==> src/rtl/hal_pkg.sv <==
// -----------------------------------------------------------------------------
// hal_pkg -- shared constants for the HAL sequencer slice.
//   op_e      : instruction opcodes carried in RI[15:12]
//   state_e   : sequencer FSM state encoding
//   ULA_*     : ALU operand-select codes (ula_a / ula_b)
//   CP_SRC_*  : program-counter write source (fonte_cp)
//   WB_SRC_*  : register-file write-back source (fonte_wb)
// -----------------------------------------------------------------------------
package hal_pkg;

   localparam int OP_W = 4;

   typedef enum logic [OP_W-1:0] {
      OP_ADD  = 4'h0,
      OP_SUB  = 4'h1,
      OP_AND  = 4'h2,
      OP_OR   = 4'h3,
      OP_XOR  = 4'h4,
      OP_SLL  = 4'h5,
      OP_SRL  = 4'h6,
      OP_ADDI = 4'h7,
      OP_MUL  = 4'h8,
      OP_MFHI = 4'h9,
      OP_MFLO = 4'hA,
      OP_BEQZ = 4'hB,
      OP_JMP  = 4'hC,
      OP_HALT = 4'hF
   } op_e;

   typedef enum logic [2:0] {
      S_IDLE   = 3'd0,
      S_FETCH  = 3'd1,
      S_DECODE = 3'd2,
      S_EXEC   = 3'd3,
      S_MULW   = 3'd4,
      S_WB     = 3'd5,
      S_HALT   = 3'd6
   } state_e;

   localparam logic       ULA_A_CP   = 1'b0;
   localparam logic       ULA_A_A    = 1'b1;
   localparam logic [1:0] ULA_B_B    = 2'd0;
   localparam logic [1:0] ULA_B_ONE  = 2'd1;
   localparam logic [1:0] ULA_B_IMM  = 2'd2;

   localparam logic [1:0] CP_SRC_ALU = 2'd0;
   localparam logic [1:0] CP_SRC_JMP = 2'd2;

   localparam logic [1:0] WB_SRC_ALU = 2'd0;
   localparam logic [1:0] WB_SRC_HI  = 2'd1;
   localparam logic [1:0] WB_SRC_LO  = 2'd2;

   // Register-to-register ALU ops and ADDI occupy opcodes 0..7.
   function automatic logic is_alu_op(input logic [OP_W-1:0] op);
      return (op <= OP_ADDI);
   endfunction

endpackage

==> src/rtl/hal_seq_ctrl_if.sv <==
// -----------------------------------------------------------------------------
// hal_seq_ctrl_if -- sequencer <-> datapath signal bundle.
//   master : sequencer side (reads RI/flags, drives strobes and mux selects)
//   slave  : datapath side
// Signals: ri_valid, op_code[3:0], zero, mul_done (to sequencer);
//          fetch_req, ula_op[3:0], ula_a, ula_b[1:0], fonte_cp[1:0],
//          fonte_wb[1:0], rf_we, cp_we, mul_start, hilo_we, busy, err
//          (from sequencer).
// -----------------------------------------------------------------------------
interface hal_seq_ctrl_if;
   import hal_pkg::*;

   logic            ri_valid;
   logic [OP_W-1:0] op_code;
   logic            zero;
   logic            mul_done;

   logic            fetch_req;
   logic [3:0]      ula_op;
   logic            ula_a;
   logic [1:0]      ula_b;
   logic [1:0]      fonte_cp;
   logic [1:0]      fonte_wb;
   logic            rf_we;
   logic            cp_we;
   logic            mul_start;
   logic            hilo_we;
   logic            busy;
   logic            err;

   modport master (
      input  ri_valid, op_code, zero, mul_done,
      output fetch_req, ula_op, ula_a, ula_b, fonte_cp, fonte_wb,
             rf_we, cp_we, mul_start, hilo_we, busy, err
   );

   modport slave (
      output ri_valid, op_code, zero, mul_done,
      input  fetch_req, ula_op, ula_a, ula_b, fonte_cp, fonte_wb,
             rf_we, cp_we, mul_start, hilo_we, busy, err
   );

endinterface

==> src/rtl/hal_timeout_cnt.sv <==
// -----------------------------------------------------------------------------
// hal_timeout_cnt -- down-counting watchdog.
//   clk, rst  : clock, asynchronous active-high reset
//   load      : load load_val (takes priority over enable)
//   load_val  : cycles-1 to allow before expiry
//   enable    : count down while high
//   expire    : high during the enabled cycle in which the count is zero,
//               i.e. the (load_val+1)-th enabled cycle after a load
// -----------------------------------------------------------------------------
module hal_timeout_cnt #(
   parameter int WIDTH = 6
) (
   input  logic             clk,
   input  logic             rst,
   input  logic             load,
   input  logic [WIDTH-1:0] load_val,
   input  logic             enable,
   output logic             expire
);

   logic [WIDTH-1:0] cnt_q;

   always_ff @(posedge clk or posedge rst) begin
      if (rst) begin
         cnt_q <= '0;
      end else if (load) begin
         cnt_q <= load_val;
      end else if (enable && (cnt_q != '0)) begin
         cnt_q <= cnt_q - 1'b1;
      end
   end

   assign expire = enable && (cnt_q == '0);

endmodule

==> src/rtl/hal_seq_ctrl.sv <==
// -----------------------------------------------------------------------------
// hal_seq_ctrl -- multi-cycle instruction sequencer.
//   clk   : clock, rising edge
//   rst   : asynchronous active-high reset
//   bus   : hal_seq_ctrl_if.master (RI handshake, datapath flags, strobes,
//           mux selects, busy, sticky err)
// Parameter MUL_TIMEOUT: MULW cycles allowed before the watchdog halts.
//
// Flow: IDLE -> FETCH -> DECODE -> EXEC -> [MULW] -> WB -> FETCH, with HALT
// as a terminal state left only through reset. All outputs are decoded from
// the current state, so an asserted reset silences them immediately.
// -----------------------------------------------------------------------------
module hal_seq_ctrl
   import hal_pkg::*;
#(
   parameter int MUL_TIMEOUT = 32
) (
   input  logic           clk,
   input  logic           rst,
   hal_seq_ctrl_if.master bus
);

   localparam int              TMR_W    = $clog2(MUL_TIMEOUT + 1);
   localparam logic [TMR_W-1:0] TMR_LOAD = TMR_W'(MUL_TIMEOUT - 1);

   state_e          state_q, state_d;
   logic [OP_W-1:0] op_q;
   logic            zero_q;
   logic            err_q;
   logic            set_err;
   logic            tmr_load;
   logic            tmr_en;
   logic            tmr_expire;

   // NOTE: state registers use non-blocking assignments so every flop
   // samples the pre-edge values regardless of process ordering.
   always_ff @(posedge clk or posedge rst) begin
      if (rst) begin
         state_q <= S_IDLE;
         op_q    <= '0;
         zero_q  <= 1'b0;
         err_q   <= 1'b0;
      end else begin
         state_q <= state_d;
         // Opcode is frozen at the end of DECODE; RI may change afterwards.
         if (state_q == S_DECODE) op_q   <= bus.op_code;
         // BEQZ decides on the flag as seen during EXEC.
         if (state_q == S_EXEC)   zero_q <= bus.zero;
         if (set_err)             err_q  <= 1'b1;
      end
   end

   hal_timeout_cnt #(
      .WIDTH (TMR_W)
   ) u_mul_wd (
      .clk      (clk),
      .rst      (rst),
      .load     (tmr_load),
      .load_val (TMR_LOAD),
      .enable   (tmr_en),
      .expire   (tmr_expire)
   );

   assign bus.err = err_q;

   // NOTE: every signal written here gets a default first, so no path
   // through the case leaves one unassigned and no latch is inferred.
   always_comb begin
      state_d       = state_q;
      set_err       = 1'b0;
      tmr_load      = 1'b0;
      tmr_en        = 1'b0;
      bus.fetch_req = 1'b0;
      bus.ula_op    = OP_ADD;
      bus.ula_a     = ULA_A_CP;
      bus.ula_b     = ULA_B_B;
      bus.fonte_cp  = CP_SRC_ALU;
      bus.fonte_wb  = WB_SRC_ALU;
      bus.rf_we     = 1'b0;
      bus.cp_we     = 1'b0;
      bus.mul_start = 1'b0;
      bus.hilo_we   = 1'b0;
      bus.busy      = (state_q != S_IDLE) && (state_q != S_HALT);

      case (state_q)
         S_IDLE: state_d = S_FETCH;

         S_FETCH: begin
            bus.fetch_req = 1'b1;
            if (bus.ri_valid) state_d = S_DECODE;
         end

         S_DECODE: state_d = S_EXEC;

         S_EXEC: begin
            case (op_q)
               OP_ADD, OP_SUB, OP_AND, OP_OR, OP_XOR, OP_SLL, OP_SRL: begin
                  bus.ula_op = op_q;
                  bus.ula_a  = ULA_A_A;
                  bus.ula_b  = ULA_B_B;
                  state_d    = S_WB;
               end
               OP_ADDI: begin
                  bus.ula_op = op_q;
                  bus.ula_a  = ULA_A_A;
                  bus.ula_b  = ULA_B_IMM;
                  state_d    = S_WB;
               end
               OP_MUL: begin
                  bus.mul_start = 1'b1;
                  tmr_load      = 1'b1;
                  state_d       = S_MULW;
               end
               OP_MFHI, OP_MFLO, OP_BEQZ, OP_JMP: state_d = S_WB;
               OP_HALT: state_d = S_HALT;
               default: begin
                  // Illegal opcode: flag it, then only the CP+1 write in WB.
                  set_err = 1'b1;
                  state_d = S_WB;
               end
            endcase
         end

         S_MULW: begin
            tmr_en = 1'b1;
            // mul_done wins over expiry in the watchdog's final cycle.
            if (bus.mul_done) begin
               bus.hilo_we = 1'b1;
               state_d     = S_WB;
            end else if (tmr_expire) begin
               set_err = 1'b1;
               state_d = S_HALT;
            end
         end

         S_WB: begin
            // rf_we and cp_we share this cycle: the register file takes the
            // datapath's ALU result register while the ALU itself forms CP+1.
            bus.cp_we = 1'b1;
            if ((op_q == OP_JMP) || ((op_q == OP_BEQZ) && zero_q)) begin
               bus.fonte_cp = CP_SRC_JMP;
            end else begin
               bus.ula_a    = ULA_A_CP;
               bus.ula_b    = ULA_B_ONE;
               bus.ula_op   = OP_ADD;
               bus.fonte_cp = CP_SRC_ALU;
            end
            if (is_alu_op(op_q)) begin
               bus.rf_we    = 1'b1;
               bus.fonte_wb = WB_SRC_ALU;
            end else if (op_q == OP_MFHI) begin
               bus.rf_we    = 1'b1;
               bus.fonte_wb = WB_SRC_HI;
            end else if (op_q == OP_MFLO) begin
               bus.rf_we    = 1'b1;
               bus.fonte_wb = WB_SRC_LO;
            end
            state_d = S_FETCH;
         end

         S_HALT: state_d = S_HALT;

         default: state_d = S_IDLE;
      endcase
   end

endmodule

==> src/flat_wrapper.sv <==
// flat-port wrapper written by rule: the top's interface ports become plain ports
module hal_seq_ctrl_flat import hal_pkg::*;
#(
   parameter int MUL_TIMEOUT = 32
)
  (clk, rst, bus_ri_valid, bus_op_code, bus_zero, bus_mul_done, bus_fetch_req, bus_ula_op, bus_ula_a, bus_ula_b, bus_fonte_cp, bus_fonte_wb, bus_rf_we, bus_cp_we, bus_mul_start, bus_hilo_we, bus_busy, bus_err);
  hal_seq_ctrl_if bus_i ();
  input  logic clk;
  input  logic rst;
  input wire logic [$bits(bus_i.ri_valid)-1:0] bus_ri_valid;
  input wire logic [$bits(bus_i.op_code)-1:0] bus_op_code;
  input wire logic [$bits(bus_i.zero)-1:0] bus_zero;
  input wire logic [$bits(bus_i.mul_done)-1:0] bus_mul_done;
  output wire logic [$bits(bus_i.fetch_req)-1:0] bus_fetch_req;
  output wire logic [$bits(bus_i.ula_op)-1:0] bus_ula_op;
  output wire logic [$bits(bus_i.ula_a)-1:0] bus_ula_a;
  output wire logic [$bits(bus_i.ula_b)-1:0] bus_ula_b;
  output wire logic [$bits(bus_i.fonte_cp)-1:0] bus_fonte_cp;
  output wire logic [$bits(bus_i.fonte_wb)-1:0] bus_fonte_wb;
  output wire logic [$bits(bus_i.rf_we)-1:0] bus_rf_we;
  output wire logic [$bits(bus_i.cp_we)-1:0] bus_cp_we;
  output wire logic [$bits(bus_i.mul_start)-1:0] bus_mul_start;
  output wire logic [$bits(bus_i.hilo_we)-1:0] bus_hilo_we;
  output wire logic [$bits(bus_i.busy)-1:0] bus_busy;
  output wire logic [$bits(bus_i.err)-1:0] bus_err;
  assign bus_i.ri_valid = bus_ri_valid;
  assign bus_i.op_code = bus_op_code;
  assign bus_i.zero = bus_zero;
  assign bus_i.mul_done = bus_mul_done;
  assign bus_fetch_req = bus_i.fetch_req;
  assign bus_ula_op = bus_i.ula_op;
  assign bus_ula_a = bus_i.ula_a;
  assign bus_ula_b = bus_i.ula_b;
  assign bus_fonte_cp = bus_i.fonte_cp;
  assign bus_fonte_wb = bus_i.fonte_wb;
  assign bus_rf_we = bus_i.rf_we;
  assign bus_cp_we = bus_i.cp_we;
  assign bus_mul_start = bus_i.mul_start;
  assign bus_hilo_we = bus_i.hilo_we;
  assign bus_busy = bus_i.busy;
  assign bus_err = bus_i.err;
  hal_seq_ctrl #(.MUL_TIMEOUT(MUL_TIMEOUT)) u_core (.clk(clk), .rst(rst), .bus(bus_i));
endmodule
==> config.mk <==
export PLATFORM = sky130hd
export DESIGN_NAME = hal_seq_ctrl_flat
export DESIGN_NICKNAME = d
export VERILOG_FILES = /design/src/rtl/hal_pkg.sv /design/src/rtl/hal_seq_ctrl_if.sv /design/src/rtl/hal_timeout_cnt.sv /design/src/rtl/hal_seq_ctrl.sv /design/src/flat_wrapper.sv
export SDC_FILE = /design/constraint.sdc
export NUM_CORES = 1
export LEC_CHECK = 0
export ABC_AREA = 1
export BUFFER_PORTS_ARGS = -buffer_cell sky130_fd_sc_hd__buf_2
export CORE_MARGIN = 2
export CORE_UTILIZATION = 30
export DETAILED_ROUTE_END_ITERATION = 10
export SLEW_MARGIN = 20
export SYNTH_ARGS = -nofsm -noshare
export SYNTH_HDL_FRONTEND = slang
export SYNTH_SLANG_ARGS = --single-unit
==> constraint.sdc <==
create_clock -name clk -period 1.6 [get_ports clk]
set_input_delay 0 -clock clk [delete_from_list [all_inputs] [get_ports clk]]
set_output_delay 0 -clock clk [all_outputs]
set_load 0.02 [all_outputs]
# == Word-level counts from Yosys, hierarchy flattened ==
# Index checks and enable logic that the tools add are counted.
# classes
addsub,1
magnitude_cmp,1
eq_ne,22
mux,35
n_reduce_logical,15
# ops
op,n
4-bit == test (second input constant),6
3-bit case mux with 6 select lines,1
1-bit 2-to-1 mux,17
4-bit by 3-bit == test with 1-bit output (second input constant),4
2-bit 2-to-1 mux,7
14-bit OR reduction,1
6-bit 2-to-1 mux,2
3-bit == test (second input constant),3
3-bit 2-to-1 mux,3
4-bit by 2-bit == test with 1-bit output (second input constant),2
4-bit 2-to-1 mux,2
2-bit case mux with 2 select lines,2
8-bit OR reduction,1
3-bit by 2-bit == test with 1-bit output (second input constant),2
6-bit zero test,1
6-bit nonzero test,1
6-bit by 1-bit subtractor with 6-bit output (second input constant),1
4-bit by 1-bit == test with 1-bit output (second input constant),1
4-bit by 3-bit less-or-equal comparator with 1-bit output (second input constant),1
1-bit logical AND,4
4-bit zero test,1
3-bit by 1-bit == test with 1-bit output (second input constant),1
3-bit zero test,1
3-bit by 2-bit inequality test with 1-bit output (second input constant),1
other kinds (8),8
# word_totals
regBits,15
in_bits,9
output_inout_bits,18
elab_cells,79

# == Depth between registers and ports, before layout ==
# Gate-level depths: netlist (run 1).
# logic_depth
word_depth,6
ltp_mapped,8
ltp_nobuf,8

# == By module ==
# Synthesis (run 1) repeated with hierarchy kept, for this count alone.
# hier_totals
cells_unflattened,156
hier_area_um2,1081.0
# modules_own_cells
module,instances,cells_each,area_each_um2,seq_area_each_um2
hal_seq_ctrl,1,90,595.6,225.2
hal_timeout_cnt,1,66,485.5,150.1

# == Least setup slack after synthesis (run 1) ==
# No wires, ideal clock.
# synth_timing
path_kind,register to output
startpoint,register u_core.state_q[2]
endpoint,output bus_ula_b[1]
arrival_time_ns,1.277
required_ns,1.600
setup_slack_ns,0.323
path_stages_with_launch,5
path_buffers,1
cell_sequence,dfrtp_1 buf_6 inv_1 nand3_1 nor3_1
# synth_between
elab_chain_len,2
elab_cells_between_ends,3
cone_classes,eq/ne: 2; mux: 1
# synth_rtl
item,line,source
"start, declared",hal_seq_ctrl.sv:26,"state_e state_q, state_d;"
"start signal, assigned",hal_seq_ctrl.sv:44,state_q <= state_d;
3-bit == test or 3-bit by 2-bit == test with 1-bit output (tied branches),hal_seq_ctrl.sv:85,case (state_q)
2-bit case mux with 2 select lines (*),hal_seq_ctrl.sv:85,
"end, declared",flat_wrapper.sv:17,output wire logic [$bits(bus_i.ula_b)-1:0] bus_ula_b;
# Mark *: on every way between the ends. The rest lies on a longest branch, timed or not.

# == Worst setup path in the final report (run 1) ==
# layout_timing
startpoint,register u_core.state_q[1]
endpoint,output bus_hilo_we
# layout_between
elab_chain_len,2
# layout_rtl
item,line,source
3-bit == test,hal_seq_ctrl.sv:85,
1-bit 2-to-1 mux,hal_seq_ctrl.sv:85,
"end, declared",flat_wrapper.sv:23,output wire logic [$bits(bus_i.hilo_we)-1:0] bus_hilo_we;
# No other way between the ends.

==> results.yml, run 1 <==
run_status:
  outcome: "finished, final reports clean"
setup_path:
  cp-end-kind: "output pin"
  cp_max_fo: 5
  arrival_ps: 1470
  crit_required_ps: 1600
  start_kind: "register"
  crit_type: "reg -> out"
floorplanning:
  rows: 21
  core_area_um2: 3280
  initial_utilization_pct: 30.8
  io_pins: 27
  fp.dieH_um: 62.1
  fp.dieArea_um2: 3850
  floorplan.die.width_um: 62.1
global_route:
  track_usage_pct: 13.2
  grt_max_degree: 16
  grt_pass1_wl_mm: 3.86
  first_global_vias: 906
  antenna_found_initial: 0
  grt_overflow: 0
detailed_routing:
  wl_mm: 2.38
  via_per_inst: 4.56
  ant_nets: 0
  avgRoutedWirePerCell_um: 10.6
  drc: 0
  drt-pass1-iter-count: 4
  vias: 1021
  first_iter_violations: 54
synthesis:
  syn_avg_cell_area_um2: 6.97
  yosys_register_bits: 15
  netlist_area_um2: 1010
  yosysSeqAreaShare_pct: 37.1
  yosys.cell_types.count: 25
  synthCells: 145
  ys_warn_count: 0
cells_and_area:
  nets: 189
  antenna_cells: 0
  areaGrowthSynthToFinish_pct: 25.7
  instances_no_fill: 224
  drive_gt1_share_pct: 21.9
run:
  maxCapViolCount: 0
sta:
  max_freq_mhz: 682
  final.period_utilization_pct: 91.7
  hold_viol_final: 0
  rsz0062_at_grt: "false"
  whs_ps: 318
  finalClockSkew_ps: 3.62
  setup_viol: 0
  period_needed_ps: 1470
  setup_tns_ps: 0
  slew_violations: 0
  slew_headroom_pct: 60.3
  tightest_slew_ps: 595
clock_network:
  cts-root-buf: "clkbuf_4"
  insertion_delay_ps: 280
  cts_setup_buffers: 0
  clockBufferDepth: 2
  cts_sinks: 15
  clk_pin_slew_ps: 90
  tritoncts: "built"
  h-tree-depth: 1
  cts_buffers: 3
placed_design:
  placement.io_buffers: 24
  dp_cells: 212
  dp_hpwl_mm: 1.75
  gp_congestion: 0.755
power_and_ir_drop:
  powerDensity_nw_per_um2: 1750
  peakVddDrop_v: 0.000513
  p_leak_nw: 0.715
hold_path:
  hp-class: "in -> async"
==> where the power goes <==
part           internal, mW  leakage (nW)  switching (mW)
combinational         0.437         0.521           0.797
clock                0.0967        0.0150           0.122
sequential            0.548         0.178           0.221
==> timing repair <==
item / in CTS / in global routing
resized for setup: 1 / 2
endpoints found under the hold margin: 21 / 0
pin swaps: 0 / 0
hold buffers: 8 / 0
setup endpoints to repair: 3 / 4
==> final cells by class <==
class / instances / area (um2)
fill: 348 / 2010
tap: 46 / 57.6
inverter: 23 / 88.8
clock buffer: 4 / 26.3
timing repair buffer: 32 / 200
sequential: 15 / 377
multi-input combinational: 104 / 522
==> synth_stat cells <==
library cell  count  area [um2]
a21oi_1           6        30.0
and2_1            1        6.26
buf_4             3        22.5
buf_6             1        11.3
conb_1            1        3.75
dfrtp_1          15         375
ha_1              1        12.5
inv_1            21        78.8
inv_2             1        3.75
inv_4             1        6.26
nand2_1          42         158
nand2_2           2        12.5
nand2_4           1        11.3
nand3_1          11        55.1
nand3_4           1        17.5
nand3b_1          3        22.5
nand4_1           3        18.8
nor2_1           16        60.1
nor2_4            2        22.5
nor3_1            4        20.0
nor4_1            2        12.5
o211ai_1          3        22.5
o21ai_0           2        10.0
o21ai_2           1        8.76
xnor2_1           1        8.76
==> cells by family after synthesis <==
logic type / synth area share, %
compound gates: 7.05
xor+xnor: 0.866
fa+ha+maj: 1.24
buf+inv: 12.1
flops: 37.1
other cells: 0.371
simple gates: 41.2
==> metal layers <==
layer,share of wire (%),routed length [um],GRT usage [%],vias to the layer above
li1,-,-,-,522
met1,47,1120,17.1,467
met2,48,1150,22.9,30
met3,3.7,89,1.24,2
met4,1.1,27,4.56,0
met5,0,0,0,-
==> per-stage QoR <==
| step | utilization (%) | instance area [um2] | setup WS [ps] | total power, mW |
|---|---|---|---|---|
| 2_1_floorplan | - | 1010 | 323 | 1.72 |
| 3_3_place_gp | 35.3 | 1160 | 247 | 1.96 |
| 3_5_place_dp | 35.3 | 1160 | 217 | 1.97 |
| 4_1_cts | 38.7 | 1270 | 78.6 | 2.23 |
| 5_1_grt | 38.7 | 1270 | 9.29 | 2.46 |
| 6_report | 38.7 | 1270 | 133 | 2.22 |
==> worst max-delay path, cell delays in order (launching register included) <==
cell and delay [ps]:
dfrtp_1 460, nor2_1 210, nand2_1 110, inv_1 110, nand2_1 90, inv_1 60
buf_2 150
==> state kept, by name, summed over array words and instances, names as in the netlist <==
register               flops
u_core.u_mul_wd.cnt_q      6
u_core.zero_q              1
u_core.state_q             3
u_core.bus.err             1
u_core.op_q                4
==> final timing paths <==
check / from / to / cells past startpoint / slack, ps
setup / recovery: u_core.state_q[1] / bus_hilo_we / 6 / 130
hold / removal: rst / u_core.state_q[0] / 3 / 320
setup reg to reg: u_core.u_mul_wd.cnt_q[0] / u_core.u_mul_wd.cnt_q[5] / 8 / 170
hold reg to reg: u_core.zero_q / u_core.zero_q / 2 / 500
max in group asynchronous: rst / u_core.state_q[2] / 3 / 860
min in group clk: bus_zero / u_core.zero_q / 4 / 440
==> layout by cell type (no fill, tap or decap), drive strengths merged <==
cell / Yosys / final
dlygate4sd3: 0 / 8
clkbuf: 0 / 4
nor4: 2 / 2
nand3b: 3 / 3
o211ai: 3 / 3
ha: 1 / 1
buf: 4 / 24
a21oi: 6 / 6
and2: 1 / 1
nor3: 4 / 4
nand3: 12 / 12
nor2: 18 / 18
xnor2: 1 / 1
dfrtp: 15 / 15
nand2: 45 / 45
inv: 23 / 23
nand4: 3 / 3
o21ai: 3 / 3
conb: 1 / 2
Power figures use the tool's default switching activity.
==> run 2, diff against run 1 <==
Settings changed: SYNTH_HIERARCHICAL from default to 1.
==> run 2 against run 1 <==
  * Cell area rose by 8.5%
  * First-iteration DRC count fell by 17%
  * Routed wire length rose by 1.6%
  * Sequential power rose by 2%
  * Setup slack got worse by 2.9 ps
  * Core utilization rose by 2.0 points
  * Clock skew barely moved
  * Via count rose by 3.3%
  * Fmax fell by 0.20%
  * Final cell count rose by 7.6%
  * Non-clock buffer count rose by 1
  * Critical path depth fell by 1
  * Critical endpoint is now bus_ula_b[1]
==> results.yml, run 2 <==
run_status:
  outcome: "finished, final reports clean"
cells_and_area:
  layout_commonest_cell: "nand2_1"
  antenna_cells: 0
  final_cell_mix: "36 x nand2_1, 24 x buf_2, 24 x inv_1, 16 x nor2_1, 15 x nand3_1"
  max_flop_register: "u_core/u_mul_wd/cnt_q"
  nFillCells: 374
  largest_reg_flops: 6
  drive_gt1_share_pct: 25.6
  nets: 207
  areaGrowthSynthToFinish_pct: 27.5
  top_regs: "u_core/u_mul_wd/cnt_q x6, u_core/op_q x4, u_core/state_q x3"
clock_network:
  tritoncts: "built"
  cts_buffers: 3
  cts_setup_buffers: 0
  cts-root-buf: "clkbuf_4"
  cts_sinks: 15
  insertion_delay_ps: 290
  h-tree-depth: 1
  clockBufferDepth: 2
  clk_pin_slew_ps: 110
placed_design:
  placement.io_buffers: 24
  gp_congestion: 0.817
  dp_hpwl_mm: 1.90
detailed_routing:
  drt-pass1-iter-count: 4
  avgRoutedWirePerCell_um: 10.0
  via_per_inst: 4.38
  first_iter_violations: 45
  drc: 0
  ant_nets: 0
  wl_mm: 2.42
  vias: 1055
synthesis:
  ys_warn_count: 6
  synthDominantCellAreaShare_pct: 34.7
  yosys.cell_types.count: 24
  ys_top_cells_by_area: "dfrtp_1 35%, nand2_1 13%, inv_1 8.3%"
  yosys_register_bits: 15
  synthArstFlopShare_pct: 100
  yosys-top-cells-count: "36 x nand2_1, 24 x inv_1, 20 x nor2_1"
  synth.most_common_cell: "nand2_1"
  netlist_area_um2: 1080
  synthCells: 156
  syn_avg_cell_area_um2: 6.93
  yosysSeqAreaShare_pct: 34.7
  synth_area_leader_cell: "dfrtp_1"
  synthFlopType: "dfrtp_1"
  synth-edff-count: 0
sta:
  slew_violations: 0
  setup_tns_ps: 0
  whs_ps: 12.1
  max_freq_mhz: 680
  period_needed_ps: 1470
  rsz0062_at_grt: "false"
  hold_viol_final: 0
  finalClockSkew_ps: 3.88
  setup_viol: 0
  final.period_utilization_pct: 91.9
floorplanning:
  initial_utilization_pct: 31.9
  rows: 21
  floorplan.die.width_um: 64.0
  fp.dieArea_um2: 4100
  io_pins: 27
  fp.dieH_um: 64.0
  core_area_um2: 3390
setup_path:
  cp-end-kind: "output pin"
  cp_max_fo: 9
  arrival_ps: 1470
  crit_required_ps: 1600
  crit_type: "reg -> out"
  start_kind: "register"
global_route:
  grt_max_degree: 11
  grt_overflow: 0
  grt_pass1_wl_mm: 4.37
  track_usage_pct: 13.4
  antenna_found_initial: 0
  first_global_vias: 1009
run:
  maxCapViolCount: 0
power_and_ir_drop:
  peakVddDrop_v: 0.000725
  p_leak_nw: 0.739
  powerDensity_nw_per_um2: 1660
hold_path:
  hp-class: "in -> reg"
## run 2: cell types whose count changed after synthesis, sizes merged, moves of 2 or more
cell	delta
nor2	+4
nand2	-6
inv	+3
o211ai	-2
o21ai	+5
nand3b	-2
nand3	+8
## run 2: per-layer routing
layer / vias up / track usage, % / share of wire (%)
met2: 19 / 19.8 / 45
met4: 0 / 5.98 / 1.1
li1: 560 / - / -
met5: - / 0 / 0
met1: 474 / 19.4 / 50
met3: 2 / 1.76 / 4.1
## run 2: critical path: stages (launching register included)
cell and delay [ps]:
dfrtp_2 480, inv_4 90, nand3_2 80, buf_4 180, nor4_1 140, buf_2 200
## run 2: kinds of logic after synthesis
family / share of synthesized area (%)
flip-flops: 34.7
AND/OR/NAND/NOR: 41.9
AO/OA/AOI/OAI: 7.41
buffers and inverters: 12.2
adder cells (fa/ha/maj): 2.31
other: 0.695
XOR/XNOR: 0.810
## run 2: where the power goes
part           total (mW)  switching [mW]  internal (mW)
Sequential          0.780           0.225          0.555
Clock               0.235           0.140         0.0948
Combinational        1.27           0.810          0.463
## run 2: cell type report
| class | count | area [um2] | area share [%] |
|---|---|---|---|
| Tap cell | 46 | 57.6 | 4.17 |
| Sequential cell | 15 | 377 | 27.3 |
| Timing Repair Buffer | 33 | 203 | 14.7 |
| Inverter | 26 | 100 | 7.26 |
| Multi-Input combinational cell | 117 | 612 | 44.4 |
| Clock inverter | 1 | 7.51 | 0.544 |
| Clock buffer | 3 | 22.5 | 1.63 |
## run 2: final timing paths
kind,start,slack (ps),cells after the start,to
max,u_core/state_q[2],130,5,bus_ula_b[1]
min,bus_ri_valid,10,4,u_core/state_q[0]
max reg2reg,u_core/state_q[0],170,7,u_core/state_q[1]
min reg2reg,u_core/bus.err,480,1,u_core/bus.err
max in group asynchronous,rst,1100,3,u_core/state_q[2]
min in group asynchronous,rst,170,3,u_core/u_mul_wd/cnt_q[2]
## run 2: repair_timing
item	CTS	global route
hold buffers	6	0
gates resized for setup	0	6
endpoints found under the hold margin	20	0
setup endpoints to repair	0	6
## run 2: per-stage QoR
| stage | total power [mW] | area [um2] | setup slack [ps] | utilization (%) | std cells |
|---|---|---|---|---|---|
| CTS | 2.28 | 1360 | 45.2 | 40.2 | 241 |
| floorplan | 1.71 | 1110 | 59.7 | - | 162 |
| detailed placement | 2.02 | 1270 | 181 | 37.5 | 231 |
| global placement | 2.02 | 1270 | 193 | 37.5 | 231 |
| finish | 2.29 | 1380 | 130 | 40.7 | 241 |
| global route | 2.57 | 1380 | 9.74 | 40.7 | 241 |
